## src/rtl/dmac_pkg.sv

```systemverilog
// Shared DMAC definitions: copy-engine state encoding and AXI constants.
package dmac_pkg;

  typedef enum logic [2:0] {
    S_IDLE,
    S_RREQ,
    S_RDATA,
    S_WREQ,
    S_WDATA,
    S_WRESP
  } state_e;

  localparam logic [1:0]  AXI_BURST_INCR  = 2'b01;
  localparam logic [2:0]  AXI_SIZE_4B     = 3'b010;
  localparam int unsigned MAX_BURST_BEATS = 16;

endpackage

```

## src/rtl/axi_beat_buf.sv

```systemverilog
// Burst staging buffer: read beats land at wr_ptr, write beats leave from rd_ptr.
module axi_beat_buf #(
  parameter int unsigned DATA_WIDTH = 32
) (
  input  logic                  clk,
  input  logic                  rst_n,
  input  logic                  wr_en_i,
  input  logic                  wr_ptr_clr_i,
  input  logic [DATA_WIDTH-1:0] wr_data_i,
  input  logic                  rd_inc_i,
  input  logic                  rd_ptr_clr_i,
  output logic [DATA_WIDTH-1:0] rd_data_o,
  output logic [3:0]            wr_ptr_o,
  output logic [3:0]            rd_ptr_o
);
  import dmac_pkg::*;

  logic [DATA_WIDTH-1:0] mem_q [MAX_BURST_BEATS];
  logic [DATA_WIDTH-1:0] mem_d [MAX_BURST_BEATS];
  logic [3:0]            wr_ptr_q, wr_ptr_d;
  logic [3:0]            rd_ptr_q, rd_ptr_d;

  always_comb begin
    mem_d = mem_q;
    if (wr_en_i) mem_d[wr_ptr_q] = wr_data_i;
    wr_ptr_d = wr_ptr_q;
    if (wr_ptr_clr_i)  wr_ptr_d = '0;
    else if (wr_en_i)  wr_ptr_d = wr_ptr_q + 4'd1;
    rd_ptr_d = rd_ptr_q;
    if (rd_ptr_clr_i)  rd_ptr_d = '0;
    else if (rd_inc_i) rd_ptr_d = rd_ptr_q + 4'd1;
  end

  // Storage needs no reset; only the pointers define valid contents.
  always_ff @(posedge clk) begin
    mem_q <= mem_d;
    if (!rst_n) begin
      wr_ptr_q <= '0;
      rd_ptr_q <= '0;
    end else begin
      wr_ptr_q <= wr_ptr_d;
      rd_ptr_q <= rd_ptr_d;
    end
  end

  assign rd_data_o = mem_q[rd_ptr_q];
  assign wr_ptr_o  = wr_ptr_q;
  assign rd_ptr_o  = rd_ptr_q;

endmodule

```

## src/rtl/axi_copy_master.sv

```systemverilog
// AXI4 copy engine: alternates one INCR read burst and one INCR write burst
// (up to 16 beats each) until the requested byte count has been moved.
module axi_copy_master #(
  parameter int unsigned ADDR_WIDTH = 32,
  parameter int unsigned DATA_WIDTH = 32,
  parameter int unsigned ID_WIDTH   = 4,
  parameter int unsigned AXI_ID     = 0
) (
  input  logic                    clk,
  input  logic                    rst_n,
  input  logic                    start,
  input  logic [ADDR_WIDTH-1:0]   src_addr,
  input  logic [ADDR_WIDTH-1:0]   dst_addr,
  input  logic [15:0]             byte_len,
  output logic                    busy,
  output logic                    done,
  output logic                    err,
  output logic                    awvalid,
  output logic [ADDR_WIDTH-1:0]   awaddr,
  output logic [ID_WIDTH-1:0]     awid,
  output logic [7:0]              awlen,
  output logic [2:0]              awsize,
  output logic [1:0]              awburst,
  input  logic                    awready,
  output logic                    wvalid,
  output logic [DATA_WIDTH-1:0]   wdata,
  output logic [DATA_WIDTH/8-1:0] wstrb,
  output logic                    wlast,
  input  logic                    wready,
  output logic                    bready,
  input  logic                    bvalid,
  input  logic [ID_WIDTH-1:0]     bid,
  input  logic [1:0]              bresp,
  output logic                    arvalid,
  output logic [ADDR_WIDTH-1:0]   araddr,
  output logic [ID_WIDTH-1:0]     arid,
  output logic [7:0]              arlen,
  output logic [2:0]              arsize,
  output logic [1:0]              arburst,
  input  logic                    arready,
  output logic                    rready,
  input  logic                    rvalid,
  input  logic [DATA_WIDTH-1:0]   rdata,
  input  logic                    rlast,
  input  logic [1:0]              rresp
);
  import dmac_pkg::*;

  localparam int unsigned BPB    = DATA_WIDTH / 8;
  localparam int unsigned BSHIFT = $clog2(BPB);

  state_e                state_q, state_d;
  logic [ADDR_WIDTH-1:0] src_q, src_d, dst_q, dst_d;
  logic [15:0]           rem_q, rem_d;
  logic [3:0]            len_q, len_d;
  logic                  err_q, err_d, done_q, done_d;
  logic                  buf_wr, buf_wr_clr, buf_rd_inc, buf_rd_clr;
  logic [3:0]            wr_ptr, rd_ptr;
  logic [15:0]           chunk_bytes;
  logic                  unused_bid;

  // Burst length (beats-1) for the bytes still to move, capped at 16 beats.
  function automatic logic [3:0] chunk_len(input logic [15:0] bytes);
    logic [15:0] words;
    words = bytes >> BSHIFT;
    if (words == '0) return 4'd0;
    if (words >= 16'(MAX_BURST_BEATS)) return 4'd15;
    return words[3:0] - 4'd1;
  endfunction

  assign chunk_bytes = ({12'd0, len_q} + 16'd1) << BSHIFT;
  assign unused_bid  = ^bid;

  always_comb begin
    state_d    = state_q;
    src_d      = src_q;
    dst_d      = dst_q;
    rem_d      = rem_q;
    len_d      = len_q;
    err_d      = err_q;
    done_d     = 1'b0;
    buf_wr     = 1'b0;
    buf_wr_clr = 1'b0;
    buf_rd_inc = 1'b0;
    buf_rd_clr = 1'b0;
    unique case (state_q)
      S_IDLE: begin
        if (start) begin
          src_d = src_addr;
          dst_d = dst_addr;
          rem_d = byte_len;
          len_d = chunk_len(byte_len);
          err_d = 1'b0;
          if (byte_len == '0) done_d  = 1'b1;
          else                state_d = S_RREQ;
        end
      end
      S_RREQ: begin
        if (arready) begin
          buf_wr_clr = 1'b1;
          state_d    = S_RDATA;
        end
      end
      S_RDATA: begin
        if (rvalid) begin
          buf_wr = 1'b1;
          if (rresp != 2'b00) err_d = 1'b1;
          if (rlast || wr_ptr == len_q) state_d = S_WREQ;
        end
      end
      S_WREQ: begin
        if (awready) begin
          buf_rd_clr = 1'b1;
          state_d    = S_WDATA;
        end
      end
      S_WDATA: begin
        if (wready) begin
          buf_rd_inc = 1'b1;
          if (rd_ptr == len_q) state_d = S_WRESP;
        end
      end
      S_WRESP: begin
        if (bvalid) begin
          if (bresp != 2'b00) err_d = 1'b1;
          src_d = src_q + ADDR_WIDTH'(chunk_bytes);
          dst_d = dst_q + ADDR_WIDTH'(chunk_bytes);
          rem_d = rem_q - chunk_bytes;
          len_d = chunk_len(rem_d);
          if (rem_d == '0) begin
            done_d  = 1'b1;
            state_d = S_IDLE;
          end else begin
            state_d = S_RREQ;
          end
        end
      end
      default: state_d = S_IDLE;
    endcase
  end

  always_ff @(posedge clk) begin
    if (!rst_n) begin
      state_q <= S_IDLE;
      src_q   <= '0;
      dst_q   <= '0;
      rem_q   <= '0;
      len_q   <= '0;
      err_q   <= 1'b0;
      done_q  <= 1'b0;
    end else begin
      state_q <= state_d;
      src_q   <= src_d;
      dst_q   <= dst_d;
      rem_q   <= rem_d;
      len_q   <= len_d;
      err_q   <= err_d;
      done_q  <= done_d;
    end
  end

  axi_beat_buf #(
    .DATA_WIDTH(DATA_WIDTH)
  ) u_beat_buf (
    .clk         (clk),
    .rst_n       (rst_n),
    .wr_en_i     (buf_wr),
    .wr_ptr_clr_i(buf_wr_clr),
    .wr_data_i   (rdata),
    .rd_inc_i    (buf_rd_inc),
    .rd_ptr_clr_i(buf_rd_clr),
    .rd_data_o   (wdata),
    .wr_ptr_o    (wr_ptr),
    .rd_ptr_o    (rd_ptr)
  );

  assign busy    = (state_q != S_IDLE);
  assign done    = done_q;
  assign err     = err_q;
  assign arvalid = (state_q == S_RREQ);
  assign araddr  = src_q;
  assign arid    = ID_WIDTH'(AXI_ID);
  assign arlen   = {4'd0, len_q};
  assign arsize  = 3'(BSHIFT);
  assign arburst = AXI_BURST_INCR;
  assign rready  = (state_q == S_RDATA);
  assign awvalid = (state_q == S_WREQ);
  assign awaddr  = dst_q;
  assign awid    = ID_WIDTH'(AXI_ID);
  assign awlen   = {4'd0, len_q};
  assign awsize  = 3'(BSHIFT);
  assign awburst = AXI_BURST_INCR;
  assign wvalid  = (state_q == S_WDATA);
  assign wstrb   = '1;
  assign wlast   = wvalid && (rd_ptr == len_q);
  assign bready  = (state_q == S_WRESP);

endmodule

```

## config.mk

```make
export PLATFORM = sky130hd
export DESIGN_NAME = axi_copy_master
export DESIGN_NICKNAME = d
export VERILOG_FILES = /design/src/rtl/dmac_pkg.sv /design/src/rtl/axi_beat_buf.sv /design/src/rtl/axi_copy_master.sv
export SDC_FILE = /design/constraint.sdc
export NUM_CORES = 1
export LEC_CHECK = 0
export ABC_AREA = 1
export BUFFER_PORTS_ARGS = -buffer_cell sky130_fd_sc_hd__buf_2
export CAP_MARGIN = 20
export CORE_UTILIZATION = 45
export CTS_CLUSTER_SIZE = 16
export DETAILED_ROUTE_END_ITERATION = 10
export PLACE_DENSITY_LB_ADDON = 0.3
export RECOVER_POWER = 50
export SYNTH_ARGS = -nofsm -noshare
export SYNTH_HDL_FRONTEND = slang
export SYNTH_HIERARCHICAL = 1
export SYNTH_SLANG_ARGS = --single-unit
```

## constraint.sdc

```tcl
create_clock -name clk -period 3.5 [get_ports clk]
set_input_delay 0.525 -clock clk [delete_from_list [all_inputs] [get_ports clk]]
set_output_delay 0.525 -clock clk [all_outputs]
set_load 0.02 [all_outputs]
```

== After elaboration in Yosys (flattened, before gate mapping) ==
Index checks and enable logic that the tools add are counted.
Operators by class
  shifts and indexed selects: 0
  eq/ne operators: 18
  mux-type cells: 70
  reductions and logical operators: 18
  bitwise gates (word level): 3
  magnitude comparators: 5
  add/subtract/negate cells: 8
  multipliers: 0
  div/mod/pow operators: 0
Operators by type and width (count)
  512-bit bitwise mux: 1
  32-bit two-way mux: 7
  32-bit binary-select mux with 4-bit select: 1
  32-bit demux with 4-bit select: 1
  32-bit one-hot mux with 2 select lines: 2
  32-bit by 7-bit adder with 32-bit output: 2
  16-bit zero test: 4
  4-bit two-way mux: 10
  1-bit two-way mux: 32
  16-bit two-way mux: 2
  16-bit one-hot mux with 2 select lines: 1
  14-bit by 5-bit >= comparator with 1-bit output, second input constant: 2
  3-bit two-way mux: 9
  2-bit by 1-bit != test with 1-bit output, second input constant: 9
  3-bit one-hot mux with 6 select lines: 1
  16-bit by 7-bit subtractor with 16-bit output: 1
  5-bit >= comparator, second input constant: 2
  4-bit NOT with 5-bit output: 2
  9-bit AND reduction: 1
  4-bit by 1-bit adder with 4-bit output, second input constant: 2
  4-bit equality test: 2
  4-bit one-hot mux with 2 select lines: 1
  4-bit by 1-bit subtractor with 4-bit output, second input constant: 2
  3-bit by 2-bit equality test with 1-bit output, second input constant: 2
  16 further kinds: 23
Storage, ports and cells
  bits in writable memories: 0
  bits in read-only memories: 0
  word-level logic and storage cells: 147
  bits in latches: 0
  register bits: 609
  output and inout bits: 143
  input bits: 129
  memories kept: 0

== Longest topological paths before layout ==
Gate-level depths: netlist of run 1.
  depth after elaboration: 13
  gate-level depth with buffers: 18

== Cells and area by module ==
The synthesis of run 1 kept the hierarchy.
By module, submodules not included
  axi_beat_buf: instances 1, area an instance 22416.5 sq um, cells an instance 2133, sequential area each 15534.9 sq um
  axi_copy_master: instances 1, area an instance 7100.6 sq um, cells an instance 1124, sequential area each 1781.7 sq um

== Worst setup path before layout of run 1 ==
Ideal clock, no wire load.
  path kind: input to register
  from: input port rvalid
  to: register u_beat_buf/mem_q[0] (netlist bit), enable pin
  slack: 0.735 ns
  path buffers: 1
  cell stages on the path: 5
  data required time: 3.079 ns
  arrival: 2.344 ns
  cell sequence: inv_1 -> nor2_1 -> buf_2 -> nand2_1 -> nor2_1
On the way
  longest elaborated chain between the ends: 2
Ends and longest elaborated chain
  start: declaration: RTL line axi_copy_master.sv:42  | input logic rvalid,
  1-bit two-way mux: RTL line axi_copy_master.sv:105  | if (rvalid) begin
  1-bit two-way mux: RTL line axi_copy_master.sv:86  | unique case (state_q)
  net buf_wr: RTL line axi_copy_master.sv:57  | logic buf_wr, buf_wr_clr, buf_rd_inc, buf_rd_clr;
  end signal: assignment: RTL line axi_beat_buf.sv:36  | mem_q <= mem_d;
  end: declaration: RTL line axi_beat_buf.sv:18  | logic [DATA_WIDTH-1:0] mem_q [MAX_BURST_BEATS];
The timed path passes the listed nets, and every way through them passes these cells.
A chain may end at the register's enable or synchronous reset.

== Final worst setup path of run 1 ==
  from: register u_beat_buf.rd_ptr_q[0], in the netlist u_beat_buf/rd_ptr_o[0]
  to: output port wdata[10]
On the way
  longest elaborated chain between the ends: 4
Ends and longest elaborated chain
  start: declaration: RTL line axi_beat_buf.sv:21  | logic [3:0] rd_ptr_q, rd_ptr_d;
  start signal: assignment: RTL line axi_beat_buf.sv:42  | rd_ptr_q <= rd_ptr_d;
  4-bit NOT with 5-bit output (not written as such): RTL line axi_beat_buf.sv:46  | assign rd_data_o = mem_q[rd_ptr_q];
  32-bit binary-select mux with 4-bit select: RTL line axi_beat_buf.sv:46
  32-bit two-way mux (not written as such) (2 in a row): RTL line axi_beat_buf.sv:46
  end: declaration: RTL line axi_copy_master.sv:26  | output logic [DATA_WIDTH-1:0] wdata,
No other way between the ends. The select of a mux whose other input is x is not followed.

==> key figures, run 1 <==
CTS
  • Root buffer cell: clkbuf_16
  • H-tree levels: 3
  • Clock-pin slew on the worst setup and hold paths: 0.06 ns
  • CTS Buf Count: 67
  • Clock Tree Buf Depth: 3
  • CTS Sinks: 609
  • CTS tree: yes
  • # hold bufs at CTS: 0
  • Post-CTS setup buffers: 0
  • Number of gates resized after CTS: 0
  • Worst skew pair latency: 0.62 ns

Route
  • Final ANT Viol Nets: 0
  • Residual DRC: 0
  • DR pass1 iterations: 6
  • Routed WL: 76.8 mm
  • Iteration-0 DRC Markers: 2045
  • Avg WL per Cell: 17.6 um
  • Via Count: 22345
  • Vias per cell: 5.13

Run status
  • Status: finished, final reports clean

Worst setup path
  • CP arrival: 2.72 ns
  • CP Max Fanout: 224
  • WS Path Type: flop to output pin
  • Worst setup EP type: output pin
  • Worst endpoint required time: 2.97 ns
  • Startpoint types: flop

Synth
  • Flop and latch count out of synthesis: 609
  • Syn Std Cell Area: 29500 um2
  • Post-synth EDFFs: 512
  • Mapped Cells: 3257
  • Most used DFF post-synth: edfxtp_1
  • Syn avg cell area: 9.06 um2
  • Warnings, synthesis: 6
  • Async set-or-reset flop fraction in the synthesized netlist: 0%
  • Sequential fraction of the synthesis area: 58.7%
  • Synth cell types: 47

Timing
  • Setup TNS: 0 ns
  • Final Hold Fails: 0
  • Post-Route Skew: 0.0228 ns
  • Max Fclk: 308 MHz
  • Least-Margin Pin Slew: 1.16 ns
  • Fin crit share: 92.7%
  • Tmin final: 3.24 ns
  • RSZ-0062 raised after global routing: false
  • Max-Slew Margin vs Limit: 22.4%
  • Setup Viol. Count Final: 0
  • Final Max Slew Viols: 0

Global route
  • GRT Util Overall: 22.7%
  • First-pass GRT wire length: 117 mm
  • Initial antenna violation count: 4
  • Total gr overflow: 0
  • Largest net degree at the start of global routing: 225
  • Vias in the first global route: 20583

Floorplanning
  • Core area: 64600 um2
  • FP Rows: 93
  • Die width: 258 um
  • Die Y: 258 um
  • I/O Pins: 272
  • Die area: 66600 um2
  • Starting Density: 45.7%

Cells and area
  • Commonest non-fill, non-tap cell in the layout: nand2_1
  • Layout cells sized above 1: 9.51%
  • Nets@finish: 3610
  • Commonest non-fill, non-tap cells in the layout: nand2_1 (950), edfxtp_1 (512), inv_1 (508), nand3_1 (473), buf_2 (128)
  • Area Growth Syn to Fin: 13.2%
  • Cell area after layout: 33400 um2

Placement
  • Cell area after placement: 31500 um2
  • GP Congestion: 0.941
  • Detail Placement HPWL: 45.4 mm
  • IO buf count: 237

Min path
  • Hold Crit Class: primary input to flop

Power and ir drop
  • Max VDD drop: 0.469 mV
  • Pwr/cell area: 657 nW/um2
  • Leakage power: 13.9 nW

Run
  • Max-Cap Viols: 0
==> cells in the mapped netlist, types with 11 or more instances <==
cell type,n,area [um2]
inv_1,508,1910
o21ai_0,61,305
clkbuf_1,39,146
nand3b_1,13,97.6
a21oi_1,95,475
nor2_1,101,379
xor2_1,15,131
nand2_1,950,3570
nand4_1,26,163
buf_4,57,428
buf_1,12,45.0
buf_2,62,310
a31oi_1,11,68.8
dfxtp_1,97,1940
nand3_1,473,2370
edfxtp_1,512,15400
nor3_1,33,165
o211ai_1,30,225
ha_1,25,313
buf_6,19,214
==> registers in the layout (all words and copies together) (netlist names) <==
| name | count |
|---|---|
| araddr | 32 |
| awaddr | 32 |
| done | 1 |
| err | 1 |
| len_q | 4 |
| rem_q | 16 |
| state_q | 3 |
| u_beat_buf/mem_q | 512 |
| u_beat_buf/rd_ptr_o | 4 |
| u_beat_buf/wr_ptr_o | 4 |
==> worst max-delay path: stages (launching register included) <==
cell	delay, ns
dfxtp_4	0.39
buf_12	0.69
nand2_1	0.10
nand2_1	0.11
nand2_1	0.05
nand3_1	0.10
nand3_1	0.07
nand2_1	0.19
buf_2	0.20
==> final cells by class <==
type / count / area (um2)
Fill cell: 5867 / 31200
Sequential cell: 609 / 17300
Multi-Input combinational cell: 1967 / 9310
Inverter: 520 / 1960
Clock buffer: 83 / 1780
Timing Repair Buffer: 288 / 1620
Tap cell: 855 / 1070
Clock inverter: 35 / 329
Antenna cell: 2 / 5.00
==> through the flow <==
stage                     std cells  worst slack [ns]  util [%]  total power, mW  hold WS (ns)
final                          4359             0.256      51.7             22.0         0.192
after detailed placement       4239             0.458      48.7             15.4         0.452
after global routing           4358            0.0920      51.7             23.1         0.199
after global placement         4239             0.513      48.7             15.4         0.453
after floorplan                3285             0.735         -             13.6         0.444
after CTS                      4357             0.261      52.0             22.2         0.167
==> worst paths after layout <==
kind | from | endpoint | slack (ns) | cells after the start
setup / recovery | u_beat_buf/rd_ptr_o[0] | wdata[10] | 0.26 | 8
hold / removal | src_addr[0] | araddr[0] | 0.19 | 3
setup reg to reg | state_q[0] | u_beat_buf/mem_q[419] | 0.37 | 6
hold reg to reg | awaddr[1] | awaddr[1] | 0.46 | 2
==> power by group <==
group	leakage (nW)	internal, mW	total [mW]	switching, mW
logic	7.50	1.95	6.29	4.34
registers	5.40	8.31	8.91	0.601
clock network	1.02	3.86	6.75	2.88
==> routing by layer <==
layer / vias up / GRT usage, % / wire length [um]
li1: 10968 / - / -
met3: 143 / 3.89 / 5350
met4: 6 / 7.17 / 2040
met5: - / 0 / 41
met1: 10435 / 30.4 / 33000
met2: 793 / 37.5 / 36400
==> cell families after synthesis <==
logic type                 count (synthesis)  synth area share, %
xor gates and xnor gates                  24                0.712
and+or+nand+nor                         1646                 24.1
buffers and inverters                    709                 10.5
DFF                                      609                 58.7
AOI/OAI and AO/OA                        239                 4.73
other                                      2               0.0254
adders and majority gates                 28                 1.26
Note: power is estimated with default switching activity, not from simulation.
==> run 2, diff against run 1 <==
--- a/config.mk
+++ b/config.mk
@@ -8,7 +8,9 @@
 export ABC_AREA = 1
 export BUFFER_PORTS_ARGS = -buffer_cell sky130_fd_sc_hd__buf_2
 export CAP_MARGIN = 20
-export CORE_UTILIZATION = 45
+export CELL_PAD_IN_SITES_DETAIL_PLACEMENT = 2
+export CELL_PAD_IN_SITES_GLOBAL_PLACEMENT = 2
+export CORE_UTILIZATION = 37
 export CTS_CLUSTER_SIZE = 16
 export DETAILED_ROUTE_END_ITERATION = 10
 export PLACE_DENSITY_LB_ADDON = 0.3
==> run 2 against run 1 <==
Effect of this change: sequential power about the same; wire length up 41%; first-iteration DRC count is 36% lower; sequential cell count unchanged; clock skew decreased by 0.0065 ns; cell area is 1.9% higher; maximum frequency is 0.63% lower; worst setup slack got worse by 0.021 ns; non-clock buffer count rose by 11; utilization decreased by 8.6 points; clock power is 12% higher; critical path depth up 1; critical endpoint is now wdata[24]; highest routed layer unchanged.
==> key figures, run 2 (synthesized netlist as in run 1, its figures left out) <==
Cells and area
  • Fillcell total: 8593 (was 5867)
  • Reg with most FFs: u_beat_buf/mem_q (unchanged)
  • Nets@finish: 3624 (was 3610)
  • Commonest non-fill, non-tap cell in the layout: nand2_1 (unchanged)
  • Commonest non-fill, non-tap cells in the layout: nand2_1 (950), edfxtp_1 (512), inv_1 (506), nand3_1 (473), buf_2 (158) (was nand2_1 (950), edfxtp_1 (512), inv_1 (508), nand3_1 (473), buf_2 (128))
  • Area Growth Syn to Fin: 15.3% (was 13.2%)
  • Layout cells sized above 1: 11.5% (was 9.51%)
  • Largest register FFs: 512 (unchanged)

Power and ir drop
  • Max VDD drop: 0.385 mV (was 0.469 mV)
  • Leakage power: 14.2 nW (was 13.9 nW)
  • Pwr/cell area: 687 nW/um2 (was 657 nW/um2)

CTS
  • CTS tree: yes (unchanged)
  • H-tree levels: 3 (unchanged)
  • # hold bufs at CTS: 0 (unchanged)
  • CTS Sinks: 609 (unchanged)
  • CTS Buf Count: 70 (was 67)
  • Worst skew pair latency: 0.62 ns (about the same)
  • Clock-pin slew on the worst setup and hold paths: 0.06 ns (about the same)
  • Post-CTS setup buffers: 0 (unchanged)
  • Number of gates resized after CTS: 0 (unchanged)
  • Root buffer cell: clkbuf_16 (unchanged)
  • Clock Tree Buf Depth: 3 (unchanged)

Worst setup path
  • WS Path Type: flop to output pin (unchanged)
  • R2r setup slk: 0.25 ns (was 0.37 ns)
  • R2R depth: 17 (was 6)
  • Worst setup EP type: output pin (unchanged)
  • Critical R2R Launch: len_q[0] (was state_q[0])
  • Startpoint types: flop (unchanged)
  • CP Max Fanout: 65 (was 224)
  • CP arrival: 2.74 ns (was 2.72 ns)
  • RR Endpoint: len_q[2] (was u_beat_buf/mem_q[419])
  • Worst endpoint required time: 2.97 ns (about the same)

Route
  • Avg WL per Cell: 23.7 um (was 17.6 um)
  • DR WL met2: 57.4 mm (was 36.4 mm)
  • Iteration-0 DRC Markers: 1309 (was 2045)
  • Routed WL: 109 mm (was 76.8 mm)
  • Via Count: 24227 (was 22345)
  • Final ANT Viol Nets: 0 (unchanged)
  • Wl on met1: 44.1 mm (was 33.0 mm)
  • Routed wl met3: 3.80 mm (was 5.35 mm)
  • DR top layer: met5 (unchanged)
  • Vias per cell: 5.29 (was 5.13)
  • Residual DRC: 0 (unchanged)
  • DR pass1 iterations: 7 (was 6)

Global route
  • Initial antenna violation count: 8 (was 4)
  • First-pass GRT wire length: 164 mm (was 117 mm)
  • GRT Util Overall: 26.6% (was 22.7%)
  • Vias in the first global route: 27187 (was 20583)
  • Largest net degree at the start of global routing: 133 (was 225)
  • Total gr overflow: 0 (unchanged)

Placement
  • IO buf count: 237 (unchanged)
  • DP Worst Slack: 0.325 ns (was 0.458 ns)
  • Detail Placement HPWL: 65.9 mm (was 45.4 mm)
  • GP Congestion: 0.871 (was 0.941)

Min path
  • Hold depth: 3 (unchanged)
  • Hold Crit Class: primary input to flop (unchanged)
  • Hold path start: dst_addr[1] (was src_addr[0])
  • Min-Delay Endpoint: awaddr[1] (was araddr[0])

Timing
  • Setup Viol. Count Final: 0 (unchanged)
  • Max Fclk: 306 MHz (was 308 MHz)
  • Final Hold Fails: 0 (unchanged)
  • Max-Slew Margin vs Limit: 34.1% (was 22.4%)
  • Slack of the critical path: 0.235 ns (was 0.256 ns)
  • Fin crit share: 93.3% (was 92.7%)
  • Tmin final: 3.26 ns (was 3.24 ns)
  • Post-Route Skew: 0.0164 ns (was 0.0228 ns)
  • Final Max Slew Viols: 0 (unchanged)
  • Least-Margin Pin Slew: 0.987 ns (was 1.16 ns)
  • Setup TNS: 0 ns (unchanged)
  • Hold_ws: 0.175 ns (was 0.192 ns)

Floorplanning
  • Core area: 79000 um2 (was 64600 um2)
  • I/O Pins: 272 (unchanged)
  • Starting Density: 37.4% (was 45.7%)
  • Die Y: 284 um (was 258 um)
  • Die width: 284 um (was 258 um)
  • Die area: 80900 um2 (was 66600 um2)
  • FP Rows: 103 (was 93)

Run status
  • Status: finished, final reports clean (unchanged)

Run
  • Max-Cap Viols: 0 (unchanged)
[run 2: routing by layer]
metal / vias up / track usage [%]
met1: 12486 / 31.3
met5: - / 0
met3: 200 / 3.46
li1: 11013 / -
met2: 524 / 49.3
met4: 4 / 9.21
[run 2: how the worst max path moves through the flow]
stage / start / end / depth (start not counted)
2_1_floorplan: rvalid / u_beat_buf/mem_q[0] / 5
3_3_place_gp: len_q[1] / araddr[28] / 15
3_5_place_dp: len_q[0] / len_q[2] / 16
4_1_cts: u_beat_buf/rd_ptr_o[0] / wdata[24] / 9
5_1_grt: len_q[0] / len_q[2] / 17
6_report: u_beat_buf/rd_ptr_o[0] / wdata[24] / 9
[run 2: area by class of cell]
| cell class | instances | area [um2] | share of cell area [%] |
|---|---|---|---|
| inverter | 520 | 1960 | 5.76 |
| antenna | 6 | 15.0 | 0.0441 |
| multi-input combinational | 1967 | 9350 | 27.5 |
| clock buffer | 84 | 1860 | 5.45 |
| sequential | 609 | 17300 | 50.9 |
| timing repair buffer | 299 | 1750 | 5.14 |
| clock inverter | 44 | 470 | 1.38 |
| tap | 1050 | 1310 | 3.86 |
[run 2: worst max-delay path, stage by stage (launching register included)]
cell,delay (ns)
dfxtp_4,0.38
inv_6,0.46
buf_4,0.44
nand2_1,0.12
nand2_1,0.08
nand2_1,0.06
nand3_1,0.12
nand3_1,0.12
nand2_1,0.14
buf_2,0.18
[run 2: power by group]
| group | total, mW | leakage, nW | switching [mW] | internal [mW] |
|---|---|---|---|---|
| sequential | 8.91 | 5.40 | 0.605 | 8.31 |
| clock | 7.57 | 1.13 | 3.22 | 4.35 |
| combinational | 6.90 | 7.70 | 4.87 | 2.03 |
| total | 23.4 | 14.2 | 8.69 | 14.7 |
[run 2: metrics by stage]
stage	area, um2	utilization (%)	cells	power [mW]
3_5_place_dp	31800	40.2	4444	15.9
2_1_floorplan	29600	-	3285	13.6
4_1_cts	34100	43.2	4572	23.6
5_1_grt	34000	43.1	4578	24.5
6_report	34000	43.1	4579	23.4
3_3_place_gp	31800	40.2	4444	15.5
